==> src/rtl/ps2_dev_tx.sv <==
// PS/2 device-to-host byte transmitter: 11-bit frame, device drives clock.
// Optional PS2_DEV_TX_RETRY_EN: after host inhibit, resend the latched byte once the bus idles.
module ps2_dev_tx #(
    parameter int CLK_DIV = 1000
) (
    input  logic       clk,
    input  logic       rst,
    input  logic [7:0] tx_data,
    input  logic       tx_valid,
    output logic       tx_ready,
    input  logic       ps2_clk_i,
    input  logic       ps2_data_i,
    output logic       ps2_clk_oe,
    output logic       ps2_data_oe,
    output logic       busy,
    output logic       tx_abort
);

    typedef enum logic [1:0] {
        ST_IDLE,
        ST_WAIT_BUS,
        ST_HIGH,
        ST_LOW
    } state_t;

    localparam logic [15:0] LP_CNT_LAST = 16'(CLK_DIV - 1);

    state_t      r_state;
    logic [15:0] r_cnt;
    logic [3:0]  r_bit_idx;
    logic [10:0] r_frame;

    logic        w_cnt_done;
    logic        w_last_bit;
    logic [3:0]  w_next_idx;

    assign w_cnt_done = (r_cnt == LP_CNT_LAST);
    assign w_last_bit = (r_bit_idx == 4'd10);
    assign w_next_idx = r_bit_idx + 4'd1;

    always_ff @(posedge clk) begin
        if (rst) begin
            r_state     <= ST_IDLE;
            r_cnt       <= '0;
            r_bit_idx   <= '0;
            r_frame     <= '0;
            tx_ready    <= 1'b1;
            ps2_clk_oe  <= 1'b0;
            ps2_data_oe <= 1'b0;
            busy        <= 1'b0;
            tx_abort    <= 1'b0;
        end else begin
            tx_abort <= 1'b0;
            case (r_state)
                ST_IDLE: begin
                    if (tx_valid && tx_ready) begin
                        // Frame is {stop, odd parity, data LSB-first, start}
                        r_frame   <= {1'b1, ~^tx_data, tx_data, 1'b0};
                        r_bit_idx <= '0;
                        r_cnt     <= '0;
                        tx_ready  <= 1'b0;
                        busy      <= 1'b1;
                        r_state   <= ST_WAIT_BUS;
                    end
                end

                ST_WAIT_BUS: begin
                    if (ps2_clk_i && ps2_data_i) begin
                        if (w_cnt_done) begin
                            r_cnt       <= '0;
                            ps2_clk_oe  <= 1'b0;
                            ps2_data_oe <= ~r_frame[r_bit_idx];
                            r_state     <= ST_HIGH;
                        end else begin
                            r_cnt <= r_cnt + 16'd1;
                        end
                    end else begin
                        r_cnt <= '0;
                    end
                end

                ST_HIGH: begin
                    if (!ps2_clk_i && !w_last_bit) begin
                        ps2_clk_oe  <= 1'b0;
                        ps2_data_oe <= 1'b0;
                        tx_abort    <= 1'b1;
                        r_cnt       <= '0;
                        r_bit_idx   <= '0;
`ifdef PS2_DEV_TX_RETRY_EN
                        r_state     <= ST_WAIT_BUS;
`else
                        busy        <= 1'b0;
                        tx_ready    <= 1'b1;
                        r_state     <= ST_IDLE;
`endif
                    end else if (w_cnt_done) begin
                        r_cnt      <= '0;
                        ps2_clk_oe <= 1'b1;
                        r_state    <= ST_LOW;
                    end else begin
                        r_cnt <= r_cnt + 16'd1;
                    end
                end

                ST_LOW: begin
                    if (w_cnt_done) begin
                        r_cnt <= '0;
                        if (w_last_bit) begin
                            ps2_clk_oe  <= 1'b0;
                            ps2_data_oe <= 1'b0;
                            busy        <= 1'b0;
                            tx_ready    <= 1'b1;
                            r_state     <= ST_IDLE;
                        end else begin
                            r_bit_idx   <= w_next_idx;
                            ps2_clk_oe  <= 1'b0;
                            ps2_data_oe <= ~r_frame[w_next_idx];
                            r_state     <= ST_HIGH;
                        end
                    end else begin
                        r_cnt <= r_cnt + 16'd1;
                    end
                end

                default: r_state <= ST_IDLE;
            endcase
        end
    end

endmodule

==> config.mk <==
export PLATFORM = sky130hd
export DESIGN_NAME = ps2_dev_tx
export DESIGN_NICKNAME = d
export VERILOG_FILES = /design/src/rtl/ps2_dev_tx.sv
export SDC_FILE = /design/constraint.sdc
export NUM_CORES = 1
export LEC_CHECK = 0
export ABC_AREA = 1
export BUFFER_PORTS_ARGS = -buffer_cell sky130_fd_sc_hd__buf_4
export CAP_MARGIN = 20
export CORE_UTILIZATION = 50
export DETAILED_ROUTE_END_ITERATION = 8
export GPL_TIMING_DRIVEN = 0
export PLACE_DENSITY = 0.71
export SETUP_SLACK_MARGIN = 0.5
export SYNTH_ARGS = -nofsm -noshare
export SYNTH_HDL_FRONTEND = slang
export SYNTH_SLANG_ARGS = --single-unit
==> constraint.sdc <==
create_clock -name clk -period 1.5 [get_ports clk]
set_input_delay 0.15 -clock clk [delete_from_list [all_inputs] [get_ports clk]]
set_output_delay 0.15 -clock clk [all_outputs]
set_load 0.01 [all_outputs]
# Word level (Yosys, flattened, before mapping)
# Cells that the tools add are included.
[op_classes]
n_addsub = 2
magnitude_cmp = 2
eq_ne = 13
mux = 43
bitwise_logic = 3
n_reduce_logical = 16
[op_table]
columns = ["cell", "count"]
rows = [
  ["$mux W16", 4],
  ["$pmux W16 S4", 1],
  ["$reduce_and A5 Y1", 4],
  ["$mux W1", 19],
  ["$add A16 B1 Y16 const B", 1],
  ["$eq A16 B10 Y1 const B", 1],
  ["$mux W4", 4],
  ["$mux W2", 7],
  ["$ne A2 B2 Y1 const B", 7],
  ["$pmux W1 S3", 4],
  ["$pmux W4 S3", 1],
  ["$lt A4 B5 Y1 const B", 2],
  ["$bmux W1 S4", 2],
  ["$pmux W2 S4", 1],
  ["$reduce_xnor A8 Y1", 1],
  ["$reduce_bool A3 Y1", 2],
  ["$add A4 B1 Y4 const B", 1],
  ["$eq A2 B2 Y1 const B", 2],
  ["$eq A4 B4 Y1 const B", 1],
  ["$logic_and A1 B1 Y1", 3],
  ["$ne A3 B3 Y1 const B", 1],
  ["$not A1 Y1", 3],
  ["$reduce_and A3 Y1", 1],
  ["$eq A2 B1 Y1 const B", 1],
  ["other kinds (4)", 5],
]
[totals]
register_bits = 37
output_inout_bits = 5

# Depth between registers and ports, before layout
# Gate-level depths: netlist of the first run.
[depth]
word_depth = 7
depth_mapped = 12

# Worst setup path before layout of the first run
# OpenSTA, ideal clock, no wires.
[synth_path]
kind = "register -> register"
from = "register r_bit_idx[0]"
to = "register r_cnt[7]"
setup_ps = 122
arrival_time_ps = 1381
required_ps = 1378
slack_ps = -3
path_stages_with_launch = 12
path_cell_list = "dfxtp_1 > inv_2 > ha_1 > nand3_1 > nand2_1 > nand2_1 > nand2_1 > nand2_1 > inv_2 > buf_6 > o21ai_0 > a21oi_1"
[synth_between]
elab_chain_len = 5
[synth_rtl]
columns = ["element", "line", "text"]
rows = [
  ["start, declared", "30", "logic [3:0] r_bit_idx;"],
  ["start signal, assigned", "115", "r_bit_idx <= w_next_idx;"],
  ["$eq A4 B4 Y1", "38", "assign w_last_bit = (r_bit_idx == 4'd10);"],
  ["$logic_not A1 Y1", "83", "if (!ps2_clk_i && !w_last_bit) begin"],
  ["$logic_and A1 B1 Y1", "83", ""],
  ["$mux W16", "83", ""],
  ["$pmux W16 S4", "54", "case (r_state)"],
  ["end signal, assigned", "75", "r_cnt <= r_cnt + 16'd1;"],
  ["end signal, assigned", "101", "r_cnt <= r_cnt + 16'd1;"],
  ["end signal, assigned", "121", "r_cnt <= r_cnt + 16'd1;"],
  ["end, declared", "29", "logic [15:0] r_cnt;"],
]
# No other way between the ends.
# A chain may end at the register's enable or synchronous reset.

# Worst setup path in the final report of the first run
[layout_path]
from = "register r_cnt[0]"
to = "register r_cnt[5]"
[layout_between]
elab_chain_len = 4
elab_cells_between_ends = 6
cone_classes = "add/sub (1); eq/ne (1); mux (4)"
[layout_rtl]
columns = ["element", "line"]
rows = [
  ["$add A16 B1 Y16 / $eq A16 B10 Y1 (equally long branches)", "n/a"],
  ["$mux W16 (*)", "69, 96, 106"],
  ["$mux W16 (on tied branches)", "83, 68"],
  ["$pmux W16 S4 (*)", "54"],
]
# Mark *: on every way between the ends. The rest lies on a longest branch, timed or not.

==> metrics.md, run 1 <==
| Metric | Value |
|---|---|
| Status | `complete, but fails checks` |
| Failing checks | `negative setup slack` |
| R2R Path End | `r_cnt[5]` |
| Worst hold path type | `in -> reg` |
| Setup ws final | `-0.0375 ns` |
| Fin area | `3110 µm²` |
| CP Cell Sequence | `ha_4 > nand2_4 > inv_2 > nand2_2 > nor2_1 > nand2_1 > nand2_4 > inv_8 > clkbuf_16 > nand2_2 > a21oi_1` |
| Antenna viol nets, final | `0` |
| CP required | `1.65 ns` |
| Height of the die | `68.4 µm` |
| Average wire per cell in the routed design | `13.9 µm` |
| Core area | `4120 µm²` |
| Routed wl met2 | `2850 µm` |
| Endpoint type of the worst setup path | `register` |
| Syn-to-layout area delta | `41.2%` |
| Num CTS Buffers | `5` |
| Yosys top cell by area | `dfxtp_1` |
| Worst Min Path Start | `rst` |
| Ys Warns | `0` |
| Final Hold Viols | `0` |
| Clock Latency Late Sink | `0.30 ns` |
| GRT Overall Usage | `0.277` |
| Root Buffer | `clkbuf_8` |
| Antenna violations before repair | `0` |
| CP Class | `reg -> reg` |
| Largest cells by area after synthesis | `dfxtp_1 34%, nand2_1 11%, nor2_1 9.9%` |
| Yosys top cell area share | `0.336` |
| CP max stage delay | `0.36 ns` |
| Placed Instance Area | `2520 µm²` |
| I/O pins | `18` |
| CTS tree | `yes` |
| Netlist Area Pre-Place | `2210 µm²` |
| Min-Delay Endpoint | `r_state[1]` |
| CP bufs+invs | `3` |
| Die X | `68.4 µm` |
| Final-report max-slew violation count | `0` |
| Post-Syn Nets | `357` |
| CP Max Fanout | `5` |
| Inst Count DP | `408` |
| Crit-path slowest cell | `dfxtp_4` |
| CTS sink count | `37` |
| Vias in the first global route | `2,061` |
| Accumulated negative setup slack | `-0.257 ns` |
| H-tree levels | `2` |
| DRT iter0 DRCs | `203` |
| Largest net degree at the start of global routing | `11` |
| Max_cap viols | `0` |
| Nets | `406` |
| Die area | `4680 µm²` |
| Arr. time, crit path | `1.69 ns` |
| Final WL | `6120 µm` |
| Final HPWL DP | `3820 µm` |
| Most frequent cell after synthesis | `nand2_1` |
| DR vias | `2,350` |
| Unique cell type count in the Yosys netlist | `31` |
| Fin crit share | `1.02` |
| Syn_area_per_cell | `6.47 µm²` |
| Drt via density | `5.34` |
| # setup viols final | `16` |
| Detailed-router iteration count before antenna repair | `5` |
| Initial Util | `0.536` |
| Post-synth EDFFs | `0` |
| Fmax achieved | `0.650 GHz` |
| Post-synthesis instance total | `341` |
| Hold Path Depth | `2` |
| Pleak | `1.28 nW` |
| RD Place Congestion | `0.894` |
| Seq cells post-synth | `37` |
| Met3 WL | `335 µm` |
| Max VDD drop | `0.000748 V` |
| Sequential area share after synthesis | `0.336` |
| PortBufs | `17` |
| Largest delay share family, worst path | `simple AND/OR/NAND/NOR gates` |
| Total global routing overflow | `0` |
| Post-synth top cells | `65 x nand2_1, 58 x nor2_1, 37 x dfxtp_1` |
| Worst r2r path cells | `11` |
| Asr flop ratio synth | `0` |
| DRT met1 WL | `2830 µm` |
| Final Non-Filler Cells | `440` |
| Relative slew slack | `0.550` |
| Fraction of layout cells with a size suffix above 1 | `0.392` |
| Unrepaired setup endpoints after global routing | `true` |
| CP Launch Type | `register` |
| DRC violation count after routing | `0` |
| Most common flop cell mapped by yosys | `dfxtp_1` |
| CTS hold repair buffers | `0` |
| Critical path depth in cells | `11` |
| CTS clock-pin slew for the worst setup and hold paths | `0.08 ns` |
| Worst Skew | `0.0103 ns` |
| Rows | `23` |
| Min Tclk post-route | `1.54 ns` |
| CTS Buffer Depth | `2` |
| Uppermost layer routed | `met4` |
| Worst reg-to-reg setup slack | `-0.04 ns` |
| First-pass GRT wire length | `9530 µm` |
| Worst Tran Pin Value | `0.676 ns` |
| Ant diodes | `0` |
| P per Cell Area | `1510 nW/µm²` |
| Pwr Total | `4.69 mW` |
| RR Startpoint | `r_cnt[0]` |
## stage by stage
stage	hold slack, ns	setup slack, ns	util
2_1_floorplan	0.219	0.113	-
3_3_place_gp	0.368	-0.0618	0.613
3_5_place_dp	0.366	-0.0643	0.613
4_1_cts	0.0512	-0.00516	0.708
5_1_grt	0.0499	-0.127	0.757
6_report	0.0500	-0.0375	0.757
## sequential cells by signal, indices dropped and copies added, names as in the netlist
| name | cells |
|---|---|
| busy | 1 |
| r_state | 2 |
| r_cnt | 16 |
| ps2_data_oe | 1 |
| tx_ready | 1 |
| r_bit_idx | 4 |
| r_frame | 10 |
| ps2_clk_oe | 1 |
| tx_abort | 1 |
## area by class of cell
type                    instances  area, µm²
plain buffers                   9       86.3
well taps                      50       62.6
flip-flops and latches         37        762
clock buffers                   7       86.3
inverters                      40        174
repair buffers                 42        367
multi-input cells             255       1580
fillers                       326       1000
## routing by layer
layer,global-route usage,up-vias
met3,0.0583,12
met4,0.0833,0
met1,0.372,1071
li1,-,1192
met5,0,-
met2,0.441,75
## kinds of logic after synthesis
kind of cell               Yosys count  synth area share
adders and majority gates            3            0.0170
and+or+nand+nor                    172             0.347
AOI/OAI and AO/OA                   68             0.161
buffers and inverters               49            0.0925
DFF                                 37             0.336
xor gates and xnor gates            12            0.0476
## power by group
group / internal (mW) / switching (mW) / leakage [nW]
clock network: 0.365 / 0.375 / 0.0443
logic: 1.12 / 1.41 / 0.924
registers: 1.20 / 0.213 / 0.308
total: 2.69 / 2.00 / 1.28
## layout by cell type, fill, tap and decap left out, drive strengths merged, types with 3 or more instances in the layout
cell | synthesis | layout
clkbuf | 4 | 11
xnor2 | 7 | 7
clkinv | 3 | 3
dfxtp | 37 | 37
buf | 5 | 47
nor3 | 6 | 6
nand3 | 24 | 24
xor2 | 5 | 5
ha | 3 | 3
a21oi | 30 | 30
nand3b | 3 | 3
nor2 | 63 | 63
nand2 | 73 | 73
inv | 37 | 37
o21ai | 37 | 37
## what timing repair did
action                     CTS  global route
cloned                       1             1
resized for setup           51            42
pin swaps                   12            19
setup endpoints to repair   36            37
buffers inserted            17             6
## worst max-delay path by stage
stage	from	to	slack, ns
after floorplan	r_cnt[1]	r_bit_idx[1]	0.11
after detailed placement	r_bit_idx[1]	r_cnt[3]	-0.06
after CTS	r_cnt[0]	r_bit_idx[1]	-0.005
final	r_cnt[0]	r_cnt[5]	-0.04
after global routing	r_cnt[1]	r_cnt[8]	-0.13
after global placement	r_bit_idx[1]	r_cnt[3]	-0.06
Power figures use the tool's default switching activity.
==> run 2, diff against run 1 <==
--- a/config.mk
+++ b/config.mk
@@ -11,6 +11,7 @@
 export CORE_UTILIZATION = 50
 export DETAILED_ROUTE_END_ITERATION = 8
 export GPL_TIMING_DRIVEN = 0
+export MAX_ROUTING_LAYER = met4
 export PLACE_DENSITY = 0.71
 export SETUP_SLACK_MARGIN = 0.5
 export SYNTH_ARGS = -nofsm -noshare
==> constraint.sdc (replaced) <==
create_clock -name clk -period 1.5 [get_ports clk]
set_input_delay 0.15 -clock clk [delete_from_list [all_inputs] [get_ports clk]]
set_output_delay 0.15 -clock clk [all_outputs]
set_load 0.005 [all_outputs]
==> metrics.md, run 2 (synthesis results as in run 1) <==
| Metric | Value |
|---|---|
| H-tree levels | `2 (unchanged)` |
| Antenna viol nets, final | `0 (unchanged)` |
| Setup ws final | `-0.0408 ns (was -0.0375 ns)` |
| CP max stage delay | `0.37 ns (was 0.36 ns)` |
| Clock power frac | `0.156 (was 0.158)` |
| Fin crit share | `1.03 (was 1.02)` |
| Final-report max-slew violation count | `0 (unchanged)` |
| First-pass GRT wire length | `9380 µm (was 9530 µm)` |
| Detailed-router iteration count before antenna repair | `5 (unchanged)` |
| CTS Buffer Depth | `2 (unchanged)` |
| P per Cell Area | `1500 nW/µm² (was 1510 nW/µm²)` |
| Rows | `23 (unchanged)` |
| Die X | `68.4 µm (unchanged)` |
| CP Class | `reg -> reg (unchanged)` |
| Max VDD drop | `0.000727 V (was 0.000748 V)` |
| CP Cell Sequence | `ha_4 > nand2_4 > inv_4 > nand2_4 > nor2_4 > nand2_4 > buf_4 > a21oi_4 > nand2_1 > nor2_1 > nor2_1 (was ha_4 > nand2_4 > inv_2 > nand2_2 > nor2_1 > nand2_1 > nand2_4 > inv_8 > clkbuf_16 > nand2_2 > a21oi_1)` |
| Arr. time, crit path | `1.73 ns (was 1.69 ns)` |
| CTS clock-pin slew for the worst setup and hold paths | `0.08 ns (about the same)` |
| PortBufs | `17 (unchanged)` |
| Status | `complete, but fails checks (unchanged)` |
| Unrepaired setup endpoints after global routing | `true (unchanged)` |
| Ant diodes | `0 (unchanged)` |
| Int Pwr | `2.71 mW (was 2.69 mW)` |
| Num CTS Buffers | `5 (unchanged)` |
| Final Hold Viols | `0 (unchanged)` |
| Height of the die | `68.4 µm (unchanged)` |
| Commonest cells after routing, fill and taps aside | `50 x nand2_1, 44 x nor2_1, 30 x buf_4 (was 53 x nand2_1, 41 x nor2_1, 33 x buf_4)` |
| CTS sink count | `37 (unchanged)` |
| Largest regs | `r_cnt x16, r_frame x10, r_bit_idx x4 (unchanged)` |
| Accumulated negative setup slack | `-0.173 ns (was -0.257 ns)` |
| Nets | `403 (was 406)` |
| Most flop-heavy register | `r_cnt (unchanged)` |
| GRT Overall Usage | `0.281 (was 0.277)` |
| Core Util, Final | `0.767 (was 0.757)` |
| DRT iter0 DRCs | `185 (was 203)` |
| Switching share of power | `0.428 (was 0.426)` |
| Reg power frac | `0.301 (was 0.302)` |
| Initial Util | `0.536 (unchanged)` |
| RD Place Congestion | `0.909 (was 0.894)` |
| Drt via density | `5.43 (was 5.34)` |
| Core area | `4120 µm² (unchanged)` |
| CTS tree | `yes (unchanged)` |
| Crit-path slowest cell | `dfxtp_4 (unchanged)` |
| Syn-to-layout area delta | `43.1% (was 41.2%)` |
| Antenna violations before repair | `0 (unchanged)` |
| # setup viols final | `10 (was 16)` |
| Endpoint type of the worst setup path | `register (unchanged)` |
| Switch Pwr | `2.03 mW (was 2.00 mW)` |
| CP Max Fanout | `4 (was 5)` |
| Clock Latency Late Sink | `0.30 ns (about the same)` |
| Total global routing overflow | `0 (unchanged)` |
| Vias in the first global route | `2,044 (was 2,061)` |
| Worst Skew | `0.00862 ns (was 0.0103 ns)` |
| Failing checks | `negative setup slack (unchanged)` |
| Fraction of layout cells with a size suffix above 1 | `0.407 (was 0.392)` |
| Root Buffer | `clkbuf_8 (unchanged)` |
| DRC violation count after routing | `0 (unchanged)` |
| Fillers | `305 (was 326)` |
| CP Launch Type | `register (unchanged)` |
| Final WL | `6240 µm (was 6120 µm)` |
| Pleak | `1.27 nW (was 1.28 nW)` |
| Max reg flops | `16 (unchanged)` |
| I/O pins | `18 (unchanged)` |
| Largest net degree at the start of global routing | `12 (was 11)` |
| Final HPWL DP | `3850 µm (was 3820 µm)` |
| Fmax achieved | `0.649 GHz (was 0.650 GHz)` |
| DR vias | `2,379 (was 2,350)` |
| Max_cap viols | `0 (unchanged)` |
| Relative slew slack | `0.546 (was 0.550)` |
| Commonest non-fill, non-tap cell in the layout | `nand2_1 (unchanged)` |
| Worst Tran Pin Value | `0.681 ns (was 0.676 ns)` |
| Die area | `4680 µm² (unchanged)` |
| CP required | `1.69 ns (was 1.65 ns)` |
| Worst hold path type | `in -> reg (unchanged)` |
| Min Tclk post-route | `1.54 ns (about the same)` |
| Comb pwr share | `0.543 (was 0.540)` |
| Average wire per cell in the routed design | `14.2 µm (was 13.9 µm)` |
| Most Frequent Cell on Critical Path | `nand2_4` |
==> run 2: worst paths after layout <==
check	slack (ns)	cells after the start	startpoint	end
setup / recovery	-0.04	11	r_cnt[0]	ps2_data_oe
hold / removal	0.06	2	rst	r_state[1]
setup reg to reg	-0.04	11	r_cnt[0]	ps2_data_oe
hold reg to reg	0.46	2	busy	busy
==> run 2: repair_timing <==
action | CTS | global route
pin swaps | 20 | 32
setup buffers | 13 | 7
cloned | 2 | 0
hold buffers | 0 | 0
setup endpoints to repair | 36 | 37
resized for setup | 56 | 57
==> run 2: power groups by stage <==
stage | clock network, mW | registers [mW] | logic, mW
2_1_floorplan | 0 | 1.38 | 1.33
6_report | 0.741 | 1.43 | 2.57
3_3_place_gp | 0 | 1.43 | 1.69
4_1_cts | 0.750 | 1.40 | 2.12
5_1_grt | 0.801 | 1.45 | 2.79
3_5_place_dp | 0 | 1.43 | 1.70
==> run 2: final cells by class <==
cell class                 count  area, µm²  share of cell area
buffer                         9       88.8              0.0281
clock buffer                   8       90.1              0.0285
inverter                      40        176              0.0559
multi-input combinational    255       1640               0.519
sequential                    37        766               0.243
tap                           50       62.6              0.0198
timing repair buffer          39        334               0.106
==> run 2: critical path: cells and delay by family (launching register included) <==
kind | cells | cell delay [ns]
flops | 1 | 0.37
compound gates | 1 | 0.16
fa+ha+maj | 1 | 0.13
buf+inv | 2 | 0.22
simple gates | 7 | 0.54
==> run 2: per-layer routing <==
metal | track usage | vias to the layer above | routed length [µm]
li1 | - | 1183 | -
met1 | 0.359 | 1100 | 2890
met2 | 0.439 | 87 | 2920
met3 | 0.0683 | 9 | 335
met4 | 0.0781 | 0 | 91
met5 | - | - | 0
==> run 2: per-stage QoR <==
step | instances | hold WS (ns) | area (µm²) | setup slack (ns) | power, mW
3_5_place_dp | 408 | 0.367 | 2520 | -0.0560 | 3.13
3_3_place_gp | 408 | 0.368 | 2520 | -0.0596 | 3.12
2_1_floorplan | 341 | 0.219 | 2330 | 0.113 | 2.71
6_report | 438 | 0.0618 | 3160 | -0.0408 | 4.74
5_1_grt | 438 | 0.0498 | 3160 | -0.165 | 5.04
4_1_cts | 431 | 0.0548 | 2900 | -0.00114 | 4.28
==> run 3, diff against run 2 <==
--- a/config.mk
+++ b/config.mk
@@ -12,7 +12,7 @@
 export DETAILED_ROUTE_END_ITERATION = 8
 export GPL_TIMING_DRIVEN = 0
 export MAX_ROUTING_LAYER = met4
-export PLACE_DENSITY = 0.71
+export PLACE_DENSITY = 0.68
 export SETUP_SLACK_MARGIN = 0.5
 export SYNTH_ARGS = -nofsm -noshare
 export SYNTH_HDL_FRONTEND = slang
==> metrics.md, run 3 (synthesis results as in run 1) <==
| Metric | Value |
|---|---|
| Status | `complete, but fails checks (unchanged)` |
| Failing checks | `negative setup slack (unchanged)` |
| FF/Latch Area | `769 µm² (was 766 µm²)` |
| Initial Util | `0.536 (unchanged)` |
| CTS Buffer Depth | `2 (unchanged)` |
| Fillers | `316 (was 305)` |
| Max reg flops | `16 (unchanged)` |
| Min Tclk post-route | `1.55 ns (was 1.54 ns)` |
| Final WL | `6300 µm (was 6240 µm)` |
| Nets | `404 (was 403)` |
| Arr. time, crit path | `1.75 ns (was 1.73 ns)` |
| RD Place Congestion | `0.916 (was 0.909)` |
| Die area | `4680 µm² (unchanged)` |
| PortBufs | `17 (unchanged)` |
| Drt via density | `5.41 (was 5.43)` |
| Placed Instance Area | `2520 µm² (unchanged)` |
| CP Class | `reg -> reg (unchanged)` |
| Final Hold Viols | `0 (unchanged)` |
| Crit-path slowest cell | `dfxtp_4 (unchanged)` |
| Antenna violations before repair | `0 (unchanged)` |
| I/O pins | `18 (unchanged)` |
| Largest net degree at the start of global routing | `12 (unchanged)` |
| Ant diodes | `0 (unchanged)` |
| Worst Skew | `0.00753 ns (was 0.00862 ns)` |
| Commonest cells after routing, fill and taps aside | `52 x nand2_1, 44 x nor2_1, 32 x buf_4 (was 50 x nand2_1, 44 x nor2_1, 30 x buf_4)` |
| H-tree levels | `2 (unchanged)` |
| Detailed-router iteration count before antenna repair | `5 (unchanged)` |
| CP max stage delay | `0.37 ns (about the same)` |
| CTS tree | `yes (unchanged)` |
| Accumulated negative setup slack | `-0.146 ns (was -0.173 ns)` |
| Fin area | `3160 µm² (about the same)` |
| Num CTS Buffers | `5 (unchanged)` |
| Commonest non-fill, non-tap cell in the layout | `nand2_1 (unchanged)` |
| Final Non-Filler Cells | `439 (was 438)` |
| Average wire per cell in the routed design | `14.3 µm (was 14.2 µm)` |
| Setup ws final | `-0.0506 ns (was -0.0408 ns)` |
| Rows | `23 (unchanged)` |
| Total global routing overflow | `0 (unchanged)` |
| CTS sink count | `37 (unchanged)` |
| Max_cap viols | `0 (unchanged)` |
| Relative slew slack | `0.485 (was 0.546)` |
| CP required | `1.69 ns (about the same)` |
| Unrepaired setup endpoints after global routing | `true (unchanged)` |
| Max VDD drop | `0.000964 V (was 0.000727 V)` |
| Inst Count DP | `408 (unchanged)` |
| Pwr Total | `4.76 mW (was 4.74 mW)` |
| Largest delay share family, worst path | `simple AND/OR/NAND/NOR gates (unchanged)` |
| Clock Latency Late Sink | `0.30 ns (about the same)` |
| Pleak | `1.29 nW (was 1.27 nW)` |
| CP Cell Sequence | `ha_4 > nand2_4 > inv_2 > nand2_4 > nor2_4 > nand2_4 > a21oi_4 > buf_4 > nand2_1 > nand2_1 > a21oi_2 (was ha_4 > nand2_4 > inv_4 > nand2_4 > nor2_4 > nand2_4 > buf_4 > a21oi_4 > nand2_1 > nor2_1 > nor2_1)` |
| CP Launch Type | `register (unchanged)` |
| Vias in the first global route | `2,052 (was 2,044)` |
| P per Cell Area | `1510 nW/µm² (was 1500 nW/µm²)` |
| Final-report max-slew violation count | `0 (unchanged)` |
| DRC violation count after routing | `0 (unchanged)` |
| Height of the die | `68.4 µm (unchanged)` |
| Antenna viol nets, final | `0 (unchanged)` |
| Syn-to-layout area delta | `43.2% (was 43.1%)` |
| Largest regs | `r_cnt x16, r_frame x10, r_bit_idx x4 (unchanged)` |
| Worst Tran Pin Value | `0.772 ns (was 0.681 ns)` |
| Final HPWL DP | `3850 µm (about the same)` |
| Multi-input gate area | `1620 µm² (was 1640 µm²)` |
| First-pass GRT wire length | `9420 µm (was 9380 µm)` |
| Most flop-heavy register | `r_cnt (unchanged)` |
| # setup viols final | `7 (was 10)` |
| CP bufs+invs | `2 (unchanged)` |
| Root Buffer | `clkbuf_8 (unchanged)` |
| Core area | `4120 µm² (unchanged)` |
| CTS clock-pin slew for the worst setup and hold paths | `0.08 ns (about the same)` |
| Worst hold path type | `in -> reg (unchanged)` |
| DR vias | `2,377 (was 2,379)` |
| CP Max Fanout | `4 (unchanged)` |
| Endpoint type of the worst setup path | `register (unchanged)` |
| WHS | `0.0405 ns (was 0.0618 ns)` |
| Most Frequent Cell on Critical Path | `nand2_4 (unchanged)` |
| Fin crit share | `1.03 (about the same)` |
| Placement Setup Slack | `-0.0999 ns (was -0.0560 ns)` |
| DRT iter0 DRCs | `172 (was 185)` |
| CTS hold repair buffers | `0 (unchanged)` |
| GRT Overall Usage | `0.285 (was 0.281)` |
| Die X | `68.4 µm (unchanged)` |
| Fmax achieved | `0.645 GHz (was 0.649 GHz)` |
| Fraction of layout cells with a size suffix above 1 | `0.401 (was 0.407)` |
| Core Util, Final | `0.768 (was 0.767)` |
## run 3: changes by cell type in the layout (fill, tap and decap cells not counted), moves of 3 or more
cell and change:
a21oi_1 -4, dfxtp_1 -3, nand2_2 -3, o21ai_1 +4, o21ai_2 -3, dfxtp_2 +3
buf_6 -3, a21oi_2 +4
## run 3: final timing paths
path | from | to | slack [ns] | cells after the start
setup / recovery | r_cnt[0] | r_state[1] | -0.05 | 11
hold / removal | rst | r_state[1] | 0.04 | 2
setup reg to reg | r_cnt[0] | r_state[1] | -0.05 | 11
hold reg to reg | busy | busy | 0.47 | 2
## run 3: area by class of cell
class                           count  share of cell area
Buffer                              9              0.0269
Clock buffer                        8              0.0285
Inverter                           40              0.0543
Multi-Input combinational cell    255               0.512
Sequential cell                    37               0.244
Tap cell                           50              0.0198
Timing Repair Buffer               40               0.115
## run 3: power breakdown
group,switching (mW),total [mW],internal [mW]
Combinational,1.42,2.59,1.16
Sequential,0.219,1.42,1.21
Clock,0.366,0.741,0.375
## run 3: repair_timing
| item | 4_1_cts | 5_1_grt |
|---|---|---|
| setup buffers | 13 | 7 |
| gates cloned | 2 | 1 |
| setup endpoints to repair | 36 | 37 |
| gates resized for setup | 39 | 64 |
| pin swaps | 11 | 19 |
## run 3: per-layer routing
| metal | part of all wire | global-route usage | vias up |
|---|---|---|---|
| li1 | - | - | 1184 |
| met1 | 0.46 | 0.364 | 1094 |
| met2 | 0.47 | 0.436 | 80 |
| met3 | 0.047 | 0.0683 | 19 |
| met4 | 0.024 | 0.0990 | 0 |
| met5 | 0 | - | - |
## run 3: worst register-to-register path, delay by kind of cell, from the launching register on
kind / cells / cell delay (ns)
AOI/OAI and AO/OA: 2 / 0.26
adders and majority gates: 1 / 0.14
buffers and inverters: 2 / 0.23
DFF: 1 / 0.37
and+or+nand+nor: 6 / 0.45
